[config.mk]
export PLATFORM = sky130hd
export DESIGN_NAME = rrip_victim_select_flat
export DESIGN_NICKNAME = d
export VERILOG_FILES = /design/src/rtl/rrip_victim_select_if.sv /design/src/rtl/rrip_victim_select.sv /design/src/flat_wrapper.sv
export SDC_FILE = /design/constraint.sdc
export NUM_CORES = 1
export LEC_CHECK = 0
export CORE_MARGIN = 3
export CORE_UTILIZATION = 57
export CTS_BUF_LIST = sky130_fd_sc_hd__clkbuf_8
export CTS_CLUSTER_DIAMETER = 50
export DETAILED_ROUTE_END_ITERATION = 10
export PLACE_DENSITY = 0.74
export SLEW_MARGIN = 25
export SYNTH_ARGS = -nofsm -noshare
export SYNTH_HDL_FRONTEND = slang
export SYNTH_SLANG_ARGS = --single-unit
[constraint.sdc]
create_clock -name clk -period 5 [get_ports clk]
set_input_delay 1 -clock clk [delete_from_list [all_inputs] [get_ports clk]]
set_output_delay 1 -clock clk [all_outputs]
set_load 0.005 [all_outputs]
[src/rtl/rrip_victim_select_if.sv]
// Request/victim handshake between the SHiP predictor side and the RRIP victim selector.
// The master drives requests; the slave (the selector) returns readiness and the victim.
interface rrip_victim_select_if #(
    parameter int INDEX_WIDTH = 4,
    parameter int SET_SIZE    = 2,
    parameter int M           = 2
);
    logic                   req_valid;
    logic                   req_hit;
    logic                   req_miss;
    logic                   halt;
    logic [INDEX_WIDTH-1:0] req_index;
    logic [SET_SIZE-1:0]    req_hit_way;
    logic [M-1:0]           ins_rrpv;
    logic                   req_ready;
    logic                   victim_valid;
    logic [SET_SIZE-1:0]    victim_way;
    logic                   busy;

    modport master (
        output req_valid, req_hit, req_miss, halt, req_index, req_hit_way, ins_rrpv,
        input  req_ready, victim_valid, victim_way, busy
    );

    modport slave (
        input  req_valid, req_hit, req_miss, halt, req_index, req_hit_way, ins_rrpv,
        output req_ready, victim_valid, victim_way, busy
    );
endinterface

[src/rtl/rrip_victim_select.sv]
// Per-set RRIP replacement state with victim search: hits promote to RRPV 0, misses age the
// set until a distant way exists, then install the predicted RRPV in the lowest such way.
module rrip_victim_select #(
    parameter int ASSOCIATIVITY = 4,
    parameter int SET_SIZE      = 2,
    parameter int INDEX_WIDTH   = 4,
    parameter int DEPTH         = 16,
    parameter int M             = 2
) (
    input  logic                 clk,
    input  logic                 rst,
    rrip_victim_select_if.slave  bus
);
    localparam logic [M-1:0] DISTANT = '1;

    typedef enum logic {IDLE, SEARCH} state_t;

    state_t                 state_q, state_d;
    logic [M-1:0]           rrpv_q [ASSOCIATIVITY][DEPTH];
    logic [M-1:0]           rrpv_d [ASSOCIATIVITY][DEPTH];
    logic [INDEX_WIDTH-1:0] idx_q, idx_d;
    logic [M-1:0]           ins_q, ins_d;
    logic [SET_SIZE-1:0]    victim_way_q, victim_way_d;
    logic                   found;
    logic [SET_SIZE-1:0]    found_way;
    logic                   accept;
    logic                   fire;

    // Saturating one-step age; the search only ages when no way is distant.
    function automatic logic [M-1:0] age_rrpv(input logic [M-1:0] v);
        return (v == DISTANT) ? v : v + M'(1);
    endfunction

    // Descending scan so the lowest-numbered distant way wins.
    always_comb begin
        found     = 1'b0;
        found_way = '0;
        for (int w = ASSOCIATIVITY - 1; w >= 0; w--) begin
            if (rrpv_q[w][idx_q] == DISTANT) begin
                found     = 1'b1;
                found_way = SET_SIZE'(w);
            end
        end
    end

    always_comb begin
        accept       = bus.req_valid && (state_q == IDLE) && !bus.halt;
        fire         = (state_q == SEARCH) && !bus.halt && found;
        state_d      = state_q;
        idx_d        = idx_q;
        ins_d        = ins_q;
        victim_way_d = victim_way_q;
        rrpv_d       = rrpv_q;
        case (state_q)
            IDLE: begin
                if (accept) begin
                    if (bus.req_hit) begin
                        rrpv_d[bus.req_hit_way][bus.req_index] = '0;
                    end else if (bus.req_miss) begin
                        idx_d   = bus.req_index;
                        ins_d   = bus.ins_rrpv;
                        state_d = SEARCH;
                    end
                end
            end
            SEARCH: begin
                if (fire) begin
                    victim_way_d             = found_way;
                    rrpv_d[found_way][idx_q] = ins_q;
                    state_d                  = IDLE;
                end else if (!bus.halt) begin
                    for (int w = 0; w < ASSOCIATIVITY; w++) begin
                        rrpv_d[w][idx_q] = age_rrpv(rrpv_q[w][idx_q]);
                    end
                end
            end
            default: state_d = IDLE;
        endcase
    end

    always_ff @(posedge clk) begin
        if (rst) begin
            state_q      <= IDLE;
            victim_way_q <= '0;
            for (int w = 0; w < ASSOCIATIVITY; w++) begin
                for (int s = 0; s < DEPTH; s++) begin
                    rrpv_q[w][s] <= DISTANT;
                end
            end
        end else begin
            state_q      <= state_d;
            victim_way_q <= victim_way_d;
            rrpv_q       <= rrpv_d;
        end
        // Latched request carries no meaning outside SEARCH, so it is left unreset.
        idx_q <= idx_d;
        ins_q <= ins_d;
    end

    // The pulse is presented in the SEARCH cycle that finds the victim; a reset edge aborts it.
    assign bus.busy         = (state_q == SEARCH);
    assign bus.req_ready    = (state_q == IDLE);
    assign bus.victim_valid = fire && !rst;
    assign bus.victim_way   = fire ? found_way : victim_way_q;
endmodule

[src/flat_wrapper.sv]
// flat-port wrapper written by rule: the top's interface ports become plain ports
module rrip_victim_select_flat 
#(
    parameter int ASSOCIATIVITY = 4,
    parameter int SET_SIZE      = 2,
    parameter int INDEX_WIDTH   = 4,
    parameter int DEPTH         = 16,
    parameter int M             = 2
)
  (clk, rst, bus_req_valid, bus_req_hit, bus_req_miss, bus_halt, bus_req_index, bus_req_hit_way, bus_ins_rrpv, bus_req_ready, bus_victim_valid, bus_victim_way, bus_busy);
  rrip_victim_select_if #(.INDEX_WIDTH(INDEX_WIDTH), .SET_SIZE(SET_SIZE), .M(M)) bus_i ();
  input  logic clk;
  input  logic rst;
  input wire logic [$bits(bus_i.req_valid)-1:0] bus_req_valid;
  input wire logic [$bits(bus_i.req_hit)-1:0] bus_req_hit;
  input wire logic [$bits(bus_i.req_miss)-1:0] bus_req_miss;
  input wire logic [$bits(bus_i.halt)-1:0] bus_halt;
  input wire logic [$bits(bus_i.req_index)-1:0] bus_req_index;
  input wire logic [$bits(bus_i.req_hit_way)-1:0] bus_req_hit_way;
  input wire logic [$bits(bus_i.ins_rrpv)-1:0] bus_ins_rrpv;
  output wire logic [$bits(bus_i.req_ready)-1:0] bus_req_ready;
  output wire logic [$bits(bus_i.victim_valid)-1:0] bus_victim_valid;
  output wire logic [$bits(bus_i.victim_way)-1:0] bus_victim_way;
  output wire logic [$bits(bus_i.busy)-1:0] bus_busy;
  assign bus_i.req_valid = bus_req_valid;
  assign bus_i.req_hit = bus_req_hit;
  assign bus_i.req_miss = bus_req_miss;
  assign bus_i.halt = bus_halt;
  assign bus_i.req_index = bus_req_index;
  assign bus_i.req_hit_way = bus_req_hit_way;
  assign bus_i.ins_rrpv = bus_ins_rrpv;
  assign bus_req_ready = bus_i.req_ready;
  assign bus_victim_valid = bus_i.victim_valid;
  assign bus_victim_way = bus_i.victim_way;
  assign bus_busy = bus_i.busy;
  rrip_victim_select #(.ASSOCIATIVITY(ASSOCIATIVITY), .SET_SIZE(SET_SIZE), .INDEX_WIDTH(INDEX_WIDTH), .DEPTH(DEPTH), .M(M)) u_core (.clk(clk), .rst(rst), .bus(bus_i));
endmodule
==> run_results.csv <==
group,metric,value,unit
timing,skew,0.0136,ns
clock_tree,cts_tree,"built",
routing,drc,0,
grt,grt_pass1_vias,7600,
grt,antenna_found_initial,0,
grt,grt_use_total,43.0,%
critical_path,worstPathCellList,"buf_4 > mux4_2 > a22oi_1 > nand2_1 > a22oi_1 > nand2_1 > nand2_1 > nor2_1 > clkdlybuf4s50_1",
critical_path,critPathKind,"flip-flop to output pin",
power,powerDensity,266,nW/um2
logic_synthesis,ys_seq_area_share,36.0,%
logic_synthesis,netlist_area,7770,um2
cells_and_area,nets,907,
routing,viasPerCell,7.77,
placed_design,dpl.hpwl,23000,um
timing,fmax,219,MHz
grt,grt_max_degree,79,
timing,layout_min_cycle_time,4.56,ns
critical_path,r2r_slack,0.81,ns
timing,tightestPinTransition,1.14,ns
placed_design,io_buffers,18,
logic_synthesis,synth.most_common_cell,"dfxtp_1",
logic_synthesis,ys_types,63,
routing,drtIter0Drc,1602,
logic_synthesis,yosysWarnings,0,
timing,finalSetupViolCount,0,
grt,grt.overflow.total,0,
clock_tree,cts_max_level,4,
cells_and_area,fillCellCount,1108,
critical_path,path_delay_family,"buffers and inverters",
critical_path,cp.required,4.00,ns
timing,hold_viol,0,
clock_tree,cts_resized,0,
critical_path,r2r_end,"u_core.rrpv_q[111]",
clock_tree,cts.hold.buffers_added,0,
routing,wl_per_cell,29.7,um
timing,slew_viol_final,0,
clock_tree,root_buffer,"clkbuf_8",
min_path,hp-start,"u_core.rrpv_q[126]",
run,max_cap_violations,0,
critical_path,end_kind,"output pin",
logic_synthesis,synth.area.top_cells,"dfxtp_1 (34%), a221o_1 (11%), mux4_2 (9.3%)",
critical_path,r2r_cells,9,
power,p_leak,0.00274,uW
clock_tree,cts_setup_buffers,0,
status,outcome,"completed",
clock_tree,clk_pin_slew_worst_paths,0.09,ns
die,pin_count,19,
clock_tree,clkLatencyLatePin,0.48,ns
logic_synthesis,synth_commonest_cells,"dfxtp_1 (131), nor2_1 (106), a221o_1 (85)",
min_path,holdCritPathClass,"flip-flop to flip-flop",
critical_path,cp_slowest_stage_delay,0.67,ns
timing,period_share,91.2,%
grt,grt_use_met2,61.4,%
die,dieArea,15100,um2
min_path,hold_end,"u_core.rrpv_q[126]",
routing,drt-pass1-iter-count,8,
routing,wl,32100,um
die,rows,42,
cells_and_area,insertedDiodeCount,0,
timing,setup_tns,0,ns
placed_design,gp_congestion,1.09,
grt,grt_pass1_wl,47400,um
critical_path,start_kind,"flip-flop",
routing,via_count,8412,
logic_synthesis,yosys_most_used_dff,"dfxtp_1",
power,peakVddDrop,345,uV
clock_tree,clk_path_buf_depth,2,
die,initial_core_util,58.5,%
logic_synthesis,avgSynthCellArea,8.65,um2
cells_and_area,drive_gt1_share,13.0,%
logic_synthesis,synth-seq-cells,137,
min_path,min_path_cells,2,
timing,holdWs,0.463,ns
die,die_w,123,um
logic_synthesis,syn_inst,899,
grt,grtUsageMet1,59.0,%
critical_path,crit_buf_inv,2,
critical_path,reg2reg_from,"u_core.idx_q[1]",
grt,grt-busiest-layer,"met2",
die,fp.dieH,123,um
cells_and_area,stdcell_area,8560,um2
timing,slew_headroom,23.8,%
clock_tree,cts_buffers,17,
logic_synthesis,post-synth-top-area-fraction,33.7,%
clock_tree,clock-sinks,137,
logic_synthesis,ys_async_sr_fraction,0,%
cells_and_area,area_delta_synth_final,10.1,%
critical_path,cp_max_fo,16,
logic_synthesis,synth_top_area_cell,"dfxtp_1",
critical_path,path_depth,9,
grt,met3_usage,13.6,%
routing,ant_nets,0,
die,core,13300,um2
critical_path,crit_arrival,3.56,ns
placed_design,placed_area,8140,um2
timing,rsz0062_at_grt,"false",
logic_synthesis,synth-edff-count,6,
critical_path,crit_path_frequent_cell,"nand2_1",
critical_path,crit_slowest_cell,"edfxtp_1",
logic_synthesis,syn_nets,913,
-- per-stage QoR --
| step | setup WS [ns] | utilization, % | instances | total power [uW] |
|---|---|---|---|---|
| finish | 0.441 | 64.4 | 1082 | 2280 |
| global route | 0.285 | 64.4 | 1082 | 2320 |
| CTS | 0.556 | 64.3 | 1082 | 2250 |
| detailed placement | 1.06 | 61.3 | 1050 | 1330 |
| global placement | 1.12 | 61.2 | 1050 | 1320 |
| floorplan | 1.63 | - | 899 | 1250 |
-- power by group --
part / internal, uW / switching, uW
Sequential: 1100 / 5.66
Clock: 422 / 544
Combinational: 54.1 / 148
Total: 1580 / 697
-- metal layers --
metal / up-vias / share of wire [%] / routed length (um)
met4: 0 / 5.0 / 1590
met1: 3961 / 37 / 11900
met2: 813 / 42 / 13600
li1: 3503 / - / -
met5: - / 0 / 0
met3: 135 / 16 / 5020
-- sequential cells by signal, summed over array words and instances (netlist names) --
name	flops
u_core.bus.busy	1
u_core.idx_q	4
u_core.ins_q	2
u_core.rrpv_q	128
u_core.victim_way_q	2
-- layout make-up --
| type | count | area [um2] | area share (%) |
|---|---|---|---|
| repair buffers | 54 | 460 | 5.38 |
| clock buffers | 17 | 234 | 2.73 |
| well taps | 176 | 220 | 2.57 |
| inverters | 17 | 63.8 | 0.746 |
| multi-input cells | 666 | 4600 | 53.7 |
| flip-flops and latches | 137 | 2800 | 32.8 |
| clock inverters | 15 | 176 | 2.06 |
-- cells by family after synthesis --
kind of cell / share of synthesized area (%)
AOI/OAI and AO/OA: 34.3
and+or+nand+nor: 15.3
DFF: 36.0
buffers and inverters: 5.07
muxes: 9.27
-- placed cells by master (no fill, tap or decap), drive strengths merged, types with 4 or more instances in the layout --
master,instances
o22ai,18
buf,37
nand2b,8
a31oi,19
nand3,13
o211ai,4
mux4,32
clkbuf,17
o31ai,17
inv,25
nand2,77
o2111ai,5
o21a,4
edfxtp,6
and2,8
a211o,11
nor2,106
o221ai,4
a311oi,7
o21ai,82
clkdlybuf4s50,17
dfxtp,131
a221o,85
clkinv,5
a211oi,19
nor2b,11
a22oi,14
nor3,33
a21oi,53
-- worst max path at each step --
stage	start	to	slack [ns]
floorplan	u_core.idx_q[1]	bus_victim_valid	1.63
global route	u_core.idx_q[1]	bus_victim_valid	0.28
finish	u_core.idx_q[1]	bus_victim_valid	0.44
global placement	u_core.idx_q[0]	u_core.rrpv_q[58]	1.12
detailed placement	u_core.idx_q[1]	bus_victim_valid	1.06
CTS	u_core.idx_q[1]	bus_victim_valid	0.56
-- worst reg2reg max path, delay by kind of cell, from the launching register on --
family / cells / cell delay, ns
AND/OR/NAND/NOR: 4 / 1.69
buffers and inverters: 1 / 0.36
flip-flops: 1 / 0.67
multiplexers: 1 / 0.35
AO/OA/AOI/OAI: 3 / 1.08
Note: power is estimated with default switching activity, not from simulation.
